`config.mk`:
```
export PLATFORM = sky130hd
export DESIGN_NAME = dcache_write_buffer
export DESIGN_NICKNAME = d
export VERILOG_FILES = /design/src/rtl/system_types_pkg.sv /design/src/rtl/dcache_write_buffer_fwd.sv /design/src/rtl/dcache_write_buffer.sv
export SDC_FILE = /design/constraint.sdc
export NUM_CORES = 1
export LEC_CHECK = 0
export CORE_ASPECT_RATIO = 0.5
export CORE_UTILIZATION = 34
export CTS_BUF_LIST = sky130_fd_sc_hd__clkbuf_8
export CTS_CLUSTER_DIAMETER = 30
export DETAILED_ROUTE_END_ITERATION = 8
export PLACE_DENSITY = 0.52
export SYNTH_ARGS = -nofsm -noshare
export SYNTH_HDL_FRONTEND = slang
export SYNTH_SLANG_ARGS = --single-unit
```
`constraint.sdc`:
```
create_clock -name CLK -period 30.6 [get_ports CLK]
set_input_delay 6.12 -clock CLK [delete_from_list [all_inputs] [get_ports CLK]]
set_output_delay 6.12 -clock CLK [all_outputs]
set_load 0.1 [all_outputs]
```
`src/rtl/system_types_pkg.sv`:
```
// Shared types and sizing for the dcache write buffer.
package system_types_pkg;

    localparam int DCACHE_WB_ENTRIES         = 4;
    localparam int DCACHE_WORD_PA_WIDTH      = 32;
    // Two banks, interleaved on word address bit 0.
    localparam int DCACHE_WORD_ADDR_BANK_BIT = 0;
    localparam int DCACHE_WB_PTR_W           = $clog2(DCACHE_WB_ENTRIES);
    localparam int DCACHE_WB_OCC_W           = $clog2(DCACHE_WB_ENTRIES + 1);

    typedef struct packed {
        logic [DCACHE_WORD_PA_WIDTH-1:0] word_PA;
        logic [31:0]                     data;
        logic [3:0]                      byte_mask;
    } dcache_wb_entry_t;

    // New bytes replace old bytes wherever the new mask is set.
    function automatic logic [31:0] merge_bytes(input logic [31:0] old_data,
                                                input logic [31:0] new_data,
                                                input logic [3:0]  new_mask);
        logic [31:0] res;
        res = old_data;
        for (int b = 0; b < 4; b++) begin
            if (new_mask[b]) res[8*b +: 8] = new_data[8*b +: 8];
        end
        return res;
    endfunction

endpackage

```
`src/rtl/dcache_write_buffer_fwd.sv`:
```
// Per-lane youngest-match byte select over an age-ordered entry array (index 0 oldest).
module dcache_write_buffer_fwd
    import system_types_pkg::*;
(
    input  dcache_wb_entry_t [DCACHE_WB_ENTRIES-1:0] entries_by_age,
    input  logic [DCACHE_WB_ENTRIES-1:0]             match,
    output logic [3:0]                               fwd_byte_mask,
    output logic [31:0]                              fwd_data
);

    // Walking oldest to youngest lets the youngest matching writer win each lane.
    always_comb begin
        fwd_byte_mask = 4'h0;
        fwd_data      = 32'h0;
        for (int i = 0; i < DCACHE_WB_ENTRIES; i++) begin
            for (int b = 0; b < 4; b++) begin
                if (match[i] && entries_by_age[i].byte_mask[b]) begin
                    fwd_byte_mask[b]   = 1'b1;
                    fwd_data[8*b +: 8] = entries_by_age[i].data[8*b +: 8];
                end
            end
        end
    end

endmodule

```
`src/rtl/dcache_write_buffer.sv`:
```
// Committed-store FIFO draining to the dcache in order, with byte-granular load forwarding.
// Optional store coalescing into the youngest entry: DCACHE_WRITE_BUFFER_COALESCE_EN.
module dcache_write_buffer
    import system_types_pkg::*;
(
    input  logic                            CLK,
    input  logic                            RST,
    input  logic                            enq_valid,
    input  logic [DCACHE_WORD_PA_WIDTH-1:0] enq_word_PA,
    input  logic [31:0]                     enq_data,
    input  logic [3:0]                      enq_byte_mask,
    output logic                            enq_ready,
    output logic                            drain_valid,
    output logic                            drain_bank,
    output logic [DCACHE_WORD_PA_WIDTH-1:0] drain_word_PA,
    output logic [31:0]                     drain_data,
    output logic [3:0]                      drain_byte_mask,
    input  logic                            drain_ready,
    input  logic                            fwd_valid,
    input  logic [DCACHE_WORD_PA_WIDTH-1:0] fwd_word_PA,
    output logic                            fwd_hit,
    output logic [3:0]                      fwd_byte_mask,
    output logic [31:0]                     fwd_data,
    output logic                            empty,
    output logic [DCACHE_WB_OCC_W-1:0]      occupancy
);

    dcache_wb_entry_t               entries_q [DCACHE_WB_ENTRIES];
    dcache_wb_entry_t               entries_d [DCACHE_WB_ENTRIES];
    logic [DCACHE_WB_PTR_W-1:0]     head_q, head_d;
    logic [DCACHE_WB_PTR_W-1:0]     tail_q, tail_d;
    logic [DCACHE_WB_OCC_W-1:0]     occ_q, occ_d;

    logic                           full;
    logic                           coalesce_match;
    logic                           enq_fire;
    logic                           drain_fire;
    logic [DCACHE_WB_PTR_W-1:0]     youngest_idx;
    dcache_wb_entry_t               head_entry;

    dcache_wb_entry_t [DCACHE_WB_ENTRIES-1:0] entries_by_age;
    logic [DCACHE_WB_ENTRIES-1:0]             fwd_match;

    assign full         = (occ_q == DCACHE_WB_OCC_W'(DCACHE_WB_ENTRIES));
    assign empty        = (occ_q == '0);
    assign occupancy    = occ_q;
    assign youngest_idx = tail_q - 1'b1;

`ifdef DCACHE_WRITE_BUFFER_COALESCE_EN
    // With two or more entries the youngest is never the head, so it cannot drain this cycle.
    assign coalesce_match = (occ_q >= DCACHE_WB_OCC_W'(2)) &&
                            (entries_q[youngest_idx].word_PA == enq_word_PA);
`else
    assign coalesce_match = 1'b0;
`endif

    assign enq_ready  = !full || coalesce_match;
    assign enq_fire   = enq_valid && enq_ready;
    assign drain_fire = drain_valid && drain_ready;

    assign head_entry      = entries_q[head_q];
    assign drain_valid     = !empty;
    assign drain_word_PA   = head_entry.word_PA;
    assign drain_data      = head_entry.data;
    assign drain_byte_mask = head_entry.byte_mask;
    assign drain_bank      = head_entry.word_PA[DCACHE_WORD_ADDR_BANK_BIT];

    always_comb begin
        entries_d = entries_q;
        head_d    = head_q;
        tail_d    = tail_q;
        occ_d     = occ_q;
        if (enq_fire) begin
            if (coalesce_match) begin
                entries_d[youngest_idx].data      = merge_bytes(entries_q[youngest_idx].data,
                                                                enq_data, enq_byte_mask);
                entries_d[youngest_idx].byte_mask = entries_q[youngest_idx].byte_mask | enq_byte_mask;
            end else begin
                entries_d[tail_q].word_PA   = enq_word_PA;
                entries_d[tail_q].data      = enq_data;
                entries_d[tail_q].byte_mask = enq_byte_mask;
                tail_d                      = tail_q + 1'b1;
            end
        end
        if (drain_fire) begin
            head_d = head_q + 1'b1;
        end
        case ({enq_fire && !coalesce_match, drain_fire})
            2'b10:   occ_d = occ_q + 1'b1;
            2'b01:   occ_d = occ_q - 1'b1;
            default: occ_d = occ_q;
        endcase
    end

    always_ff @(posedge CLK or posedge RST) begin
        if (RST) begin
            for (int i = 0; i < DCACHE_WB_ENTRIES; i++) begin
                entries_q[i] <= '0;
            end
            head_q <= '0;
            tail_q <= '0;
            occ_q  <= '0;
        end else begin
            entries_q <= entries_d;
            head_q    <= head_d;
            tail_q    <= tail_d;
            occ_q     <= occ_d;
        end
    end

    // Only entries currently held are forwardable; a same-cycle enqueue is not yet stored.
    always_comb begin
        entries_by_age = '0;
        fwd_match      = '0;
        for (int i = 0; i < DCACHE_WB_ENTRIES; i++) begin
            entries_by_age[i] = entries_q[head_q + DCACHE_WB_PTR_W'(i)];
            fwd_match[i]      = fwd_valid &&
                                (DCACHE_WB_OCC_W'(i) < occ_q) &&
                                (entries_by_age[i].word_PA == fwd_word_PA);
        end
    end

    dcache_write_buffer_fwd u_fwd (
        .entries_by_age (entries_by_age),
        .match          (fwd_match),
        .fwd_byte_mask  (fwd_byte_mask),
        .fwd_data       (fwd_data)
    );

    assign fwd_hit = |fwd_byte_mask;

endmodule

```
==> summary.txt <==
Worst setup path
  • Max incr delay on CP: 1240 ps
  • Worst Path Arrival: 10,870 ps
  • Crit-path cells: clkdlybuf4s50_1, inv_1, a221oi_1, a21boi_0, nor2_1, nor3_1, and4_1, a32oi_1, a222oi_1, clkdlybuf4s50_1
  • Worst setup path start: fwd_word_PA[9]
  • Cell count of the worst reg-to-reg path: 7
  • CP Data Required Time: 24,480 ps
  • Critical path fanouts, max: 8
  • Register-to-register path setup slack: between 20,000 and 30,000 ps
  • CP Launch Type: input pin
  • Top Family by Delay on Critical Path: buffers and inverters
  • Critical Path Sink Type: output port
  • Worst r2r src: occupancy[0]$_DFFE_PP0P_
  • CP most frequent cell: clkdlybuf4s50_1
  • R2R Path End: entries_q[2]$_DFFE_PP0P_
  • Crit Path Category: input pin to output port
  • Crit path buffers/inverters: 3
  • CP max-delay cell: clkdlybuf4s50_1
  • Crit path to: fwd_data[10]
  • Critical Path Stages: 10

CTS
  • Hold buffer count at cts: 0
  • CTS root buffer: clkbuf_8
  • CTS sink count: 279
  • Clock buffer depth: 3
  • CTS tree: yes
  • Post-CTS resize count: 0
  • Clock Latency Late Sink: 670 ps
  • Post CTS Setup Buffer Count: 0
  • Htree depth: 2
  • Clk slew on worst S/H paths: 50 ps
  • Cts bufs inserted: 61

STA
  • Final Hold Fails: 0
  • Setup Skew: 24.90 ps
  • Worst-Margin Slew: 1129 ps
  • Final TNS setup: 0 ps
  • F_max: between 0.05 and 0.06 GHz
  • Post-layout minimum cycle time: 16,990 ps
  • Final setup violating endpoints: 0
  • RSZ-0062 raised after global routing: false
  • Final max-slew violation count: 0
  • Slew Limit Headroom: 24.50%
  • Period utilization: a little under three fifths

Global route
  • Largest net degree at the start of global routing: between 150 and 200
  • Vias in the first global route: about 15,000
  • Global-route wire length before repair: 96,140 um
  • GRT Util Overall: 20.58%
  • Antenna violations before repair: 4
  • Grt ovf: 0

Route
  • DR WL/cell: roughly 22 um
  • Via-to-Cell Ratio: 5.453
  • First-pass DRT Iterations: 8
  • Iteration-0 DRC Markers: around 1,100
  • DRT Wirelength: 63,170 um
  • Antenna-violating nets left: 0
  • DRC viols: 0
  • Vias: about 15,000

Yosys
  • Most numerous cell in the Yosys netlist: mux2_2
  • Mapped Area: 20,380 um2
  • Syn Inst Count: ~1,800
  • Cells taking the most area after synthesis: dfrtp_1, mux2_2, mux2i_1
  • Synth top area share: 34.26%
  • Synth area leader: dfrtp_1
  • Async SR Flop Fraction: 100.0%
  • Number of flops mapped to enable cells by yosys: 0
  • Synth unique cells: 80
  • Synthesized flop and latch total: 279
  • Main flop type after synthesis: dfrtp_1
  • Most frequent cells after synthesis: mux2_2, dfrtp_1, mux2i_1
  • Synth Area per Inst: between 10 and 15 um2
  • Warnings from Yosys: 0
  • Sequential-to-total area share from yosys stat: 34.26%
  • Syn_nets: 1,923

Placed design
  • Port Buffers: 216
  • Post-DP HPWL: about 44,000 um
  • Placer congestion estimate: 0.9333

Run
  • Max_cap viols: 0

Min path
  • Worst min path class: register to register

Layout
  • Layout area overhead: 19.58%
  • Ratio of cells with drive above 1 in the final layout: 29.11%
  • Final nets: 2,064

Floorplanning
  • Initial Utilization: 34.42%
  • DIE AREA: 60,980 um2
  • # IOs: 217
  • Die X: 348.2 um
  • Cell row count: 63
  • Total core area: 59,200 um2
  • Die Y: 175.1 um

Outcome
  • Run status: complete, no violations
[worst min-delay path by stage]
stage                                from                          to  slack [ps]  depth (start not counted)
3_3_place_gp    entries_q[99]$_DFFE_PP0P_   entries_q[99]$_DFFE_PP0P_         500                          1
6_report        entries_q[86]$_DFFE_PP0P_   entries_q[86]$_DFFE_PP0P_         520                          1
5_1_grt         entries_q[94]$_DFFE_PP0P_   entries_q[94]$_DFFE_PP0P_         530                          1
4_1_cts         entries_q[87]$_DFFE_PP0P_   entries_q[87]$_DFFE_PP0P_         520                          1
3_5_place_dp    entries_q[87]$_DFFE_PP0P_   entries_q[87]$_DFFE_PP0P_         510                          1
2_1_floorplan  entries_q[136]$_DFFE_PP0P_  entries_q[136]$_DFFE_PP0P_         490                          1
[layout by cell type, fill, tap and decap left out, types with 9 or more instances in the layout]
master             n
nor3_1            64
nor2b_1           22
xnor2_1          111
nor2_1            49
a32oi_1           16
bufinv_16          9
nor4_1            22
buf_4             11
clkbuf_8          75
a21oi_1           72
nand4_1           18
or2_2             16
and2_1            34
nand2_1           90
o22ai_1           11
a222oi_1          15
nand2b_1           9
mux4_2            81
o21ai_0           37
dfrtp_1          277
xor2_1            11
clkinvlp_4         9
mux2_2           319
mux2i_1          189
nand3_1           10
clkdlybuf4s50_1  216
inv_1             41
[metal layers]
layer | GRT usage [%] | wire length (um)
met5 | 0 | 14
met3 | 3.981 | 3351
met1 | 27.27 | 28090
met4 | 6.314 | 1709
met2 | 33.92 | 30010
[final cells by class]
class,count,area (um2)
Tap cell,812,1016
Clock inverter,36,449.2
Fill cell,5713,34830
Clock buffer,75,1032
Multi-Input combinational cell,1340,12410
Inverter,39,156.4
Sequential cell,279,6989
Antenna cell,4,10.01
Timing Repair Buffer,230,2305
[cell families after synthesis]
kind of cell / count (synthesis) / share of synthesized area [%]
adder cells (fa/ha/maj): 8 / 0.4912
buffers and inverters: 191 / 4.986
multiplexers: 589 / 35.86
XOR/XNOR: 124 / 5.403
AND/OR/NAND/NOR: 376 / 9.996
flip-flops: 279 / 34.26
AO/OA/AOI/OAI: 243 / 9.001
[state kept, by name, summed over array words and instances (netlist names)]
signal	cells
tail_q	2
entries_q	272
head_q	2
occupancy	3
[metrics by stage]
stage	worst slack [ps]	instances	cell area, um2	hold slack, ps	util (%)
final	13610	2815	24370	517.1	41.16
after global routing	13430	2814	24370	529.3	41.16
after CTS	13660	2811	24360	520.8	41.15
after detailed placement	13690	2700	22880	508.6	38.64
after global placement	13720	2700	22880	502.9	38.64
after floorplan	13950	1810	20380	488.4	-
Power is left out: the tool's default activity adds up to more than one toggle a clock period on the data nets, which glitch-free logic cannot reach.
==> RTL edit (same flow settings) <==
The option `DCACHE_WRITE_BUFFER_COALESCE_EN` is turned on by a define.
--- a/src/rtl/dcache_write_buffer.sv
+++ b/src/rtl/dcache_write_buffer.sv
@@ -1,5 +1,7 @@
 // Committed-store FIFO draining to the dcache in order, with byte-granular load forwarding.
 // Optional store coalescing into the youngest entry: DCACHE_WRITE_BUFFER_COALESCE_EN.
+`define DCACHE_WRITE_BUFFER_COALESCE_EN
+
 module dcache_write_buffer
     import system_types_pkg::*;
 (
Function: not settled (the Yosys comparison gave no result); the edit may change what the design does.
==> RTL edit against the original RTL <==
  * First-iteration DRC count grew 82%
  * Fmax down 3.3%
  * Utilization fell by 0.94 points
  * Sequential cell count is the same
  * Highest routed layer is now met4
  * Design area is 21% higher
  * Routed wire length up 54%
  * Setup slack worse by 580 ps
  * Area after synthesis increased by 25%
  * Largest cell class unchanged
  * Clock skew up 22 ps
  * Critical path type unchanged
Power is not shown: default switching activity piles up to over one toggle a cycle in this logic, so the estimate is an artifact.
==> RTL edit: results <==
export IMPL_viasPerCell=6.11
export IMPL_dp_cells=3414
export IMPL_reg2reg_depth=13
export IMPL_ys_async_sr_fraction_pct=100
export IMPL_first_pass_iters=5
export IMPL_clock_skew_ps=46.5
export IMPL_crit_fanout=21
export IMPL_grt_pass1_wl_um=144000
export IMPL_r2r_start="tail_q[0]$_DFFE_PP0P_"
export IMPL_drive_gt1_share_pct=27.5
export IMPL_avgSynthCellArea_sq_um=10.5
export IMPL_grt_pass1_vias=21000
export IMPL_netlist_top_cells_count="320 x mux2_2, 279 x dfrtp_1, 194 x mux2i_1"
export IMPL_post_cts_buffers=0
export IMPL_synth_fp_nets=2538
export IMPL_hpwl_um=65200
export IMPL_vias=21700
export IMPL_grt_max_degree=273
export IMPL_synth_distinct_cells=73
export IMPL_insertion_delay_ps=690
export IMPL_ys_seq_area_share_pct=27.4
export IMPL_first_iter_violations=2080
export IMPL_cts_htree_levels=3
export IMPL_cts_reportedPaths_clkPinSlew_ps=50
export IMPL_cts_root_buf="clkbuf_8"
export IMPL_worst_slew_pin_transition_ps=1280
export IMPL_r2r_end="entries_q[22]$_DFFE_PP0P_"
export IMPL_ys_flop_type="dfrtp_1"
export IMPL_placed_cell_area_sq_um=28100
export IMPL_nets=2630
export IMPL_status="finished, final reports clean"
export IMPL_post_cts_resized=0
export IMPL_whs_endpoint="entries_q[225]$_DFFE_PP0P_"
export IMPL_synthTopCellsByArea="dfrtp_1 27%, mux4_2 17%, mux2_2 14%"
export IMPL_regMostFlops="entries_q"
export IMPL_worstSetupEndpoint="fwd_data[28]"
export IMPL_portBuffers=216
export IMPL_finalSetupViolCount=0
export IMPL_routabilityCongestion=0.963
export IMPL_r2r_slack_ps=23640
export IMPL_critPathLaunch="fwd_word_PA[15]"
export IMPL_gr_usage_all_layers_pct=25.2
export IMPL_hold_depth=1
export IMPL_clk_path_buf_depth=3
export IMPL_antenna_found_initial=2
export IMPL_numCtsBuffers=69
export IMPL_nFillCells=7260
export IMPL_cp_arrival_ps=11450
export IMPL_wl_per_cell_um=27.4
export IMPL_hp_start="entries_q[225]$_DFFE_PP0P_"
-- RTL edit: cell types whose count changed in the layout (fill, tap and decap cells not counted), sizes merged, moves of 22 or more --
cell    before  now
nand2       94  193
nor3b        1   29
nor2        50   73
nand3       13  145
a21oi       72   28
buf         14   43
o21a         3   35
xor2        11   33
o21ai       40  128
o211ai       4   39
nor3        68    8
mux4        81  189
-- RTL edit: worst max-delay path: stages --
cell and delay (ps):
clkdlybuf4s50_1 840, inv_1 180, xnor2_1 280, a31oi_1 140
nor4b_2 570, buf_4 280, and2_1 1000, a311oi_1 240
o31ai_1 510, clkdlybuf4s50_1 1270
-- RTL edit: per-layer routing --
layer,global-route usage (%),wire (um),vias to the layer above
met5,0,0,-
met4,8.88,3130,0
met3,3.72,5030,161
met2,40.4,45600,746
met1,34.7,43300,11200
li1,-,-,9514
-- RTL edit: layout make-up --
cell class	count	area, sq um	area share, %
Timing Repair Buffer	259	2500	8.44
Inverter	42	166	0.562
Sequential cell	279	6990	23.6
Tap cell	972	1220	4.11
Clock buffer	80	1100	3.72
Multi-Input combinational cell	1862	17200	58.2
Antenna cell	3	7.51	0.0254
Clock inverter	44	398	1.34
-- RTL edit: cell families (layout without fill, tap and decap cells) --
family                   Yosys count  count (layout)  share of synthesized area [%]
multiplexers                     706             706                           38.7
AND/OR/NAND/NOR                  565             565                           11.2
AO/OA/AOI/OAI                    440             440                           12.1
buffers and inverters            280             425                           5.24
flip-flops                       279             279                           27.4
XOR/XNOR                         139             139                           4.78
adder cells (fa/ha/maj)           12              12                          0.590
other                              0               3                              0
-- RTL edit: stage by stage --
step,setup WS [ps],hold WS [ps]
after floorplan,14070,511
after global placement,13110,533
after detailed placement,13200,538
after CTS,13220,551
after global routing,12860,575
final,13030,549
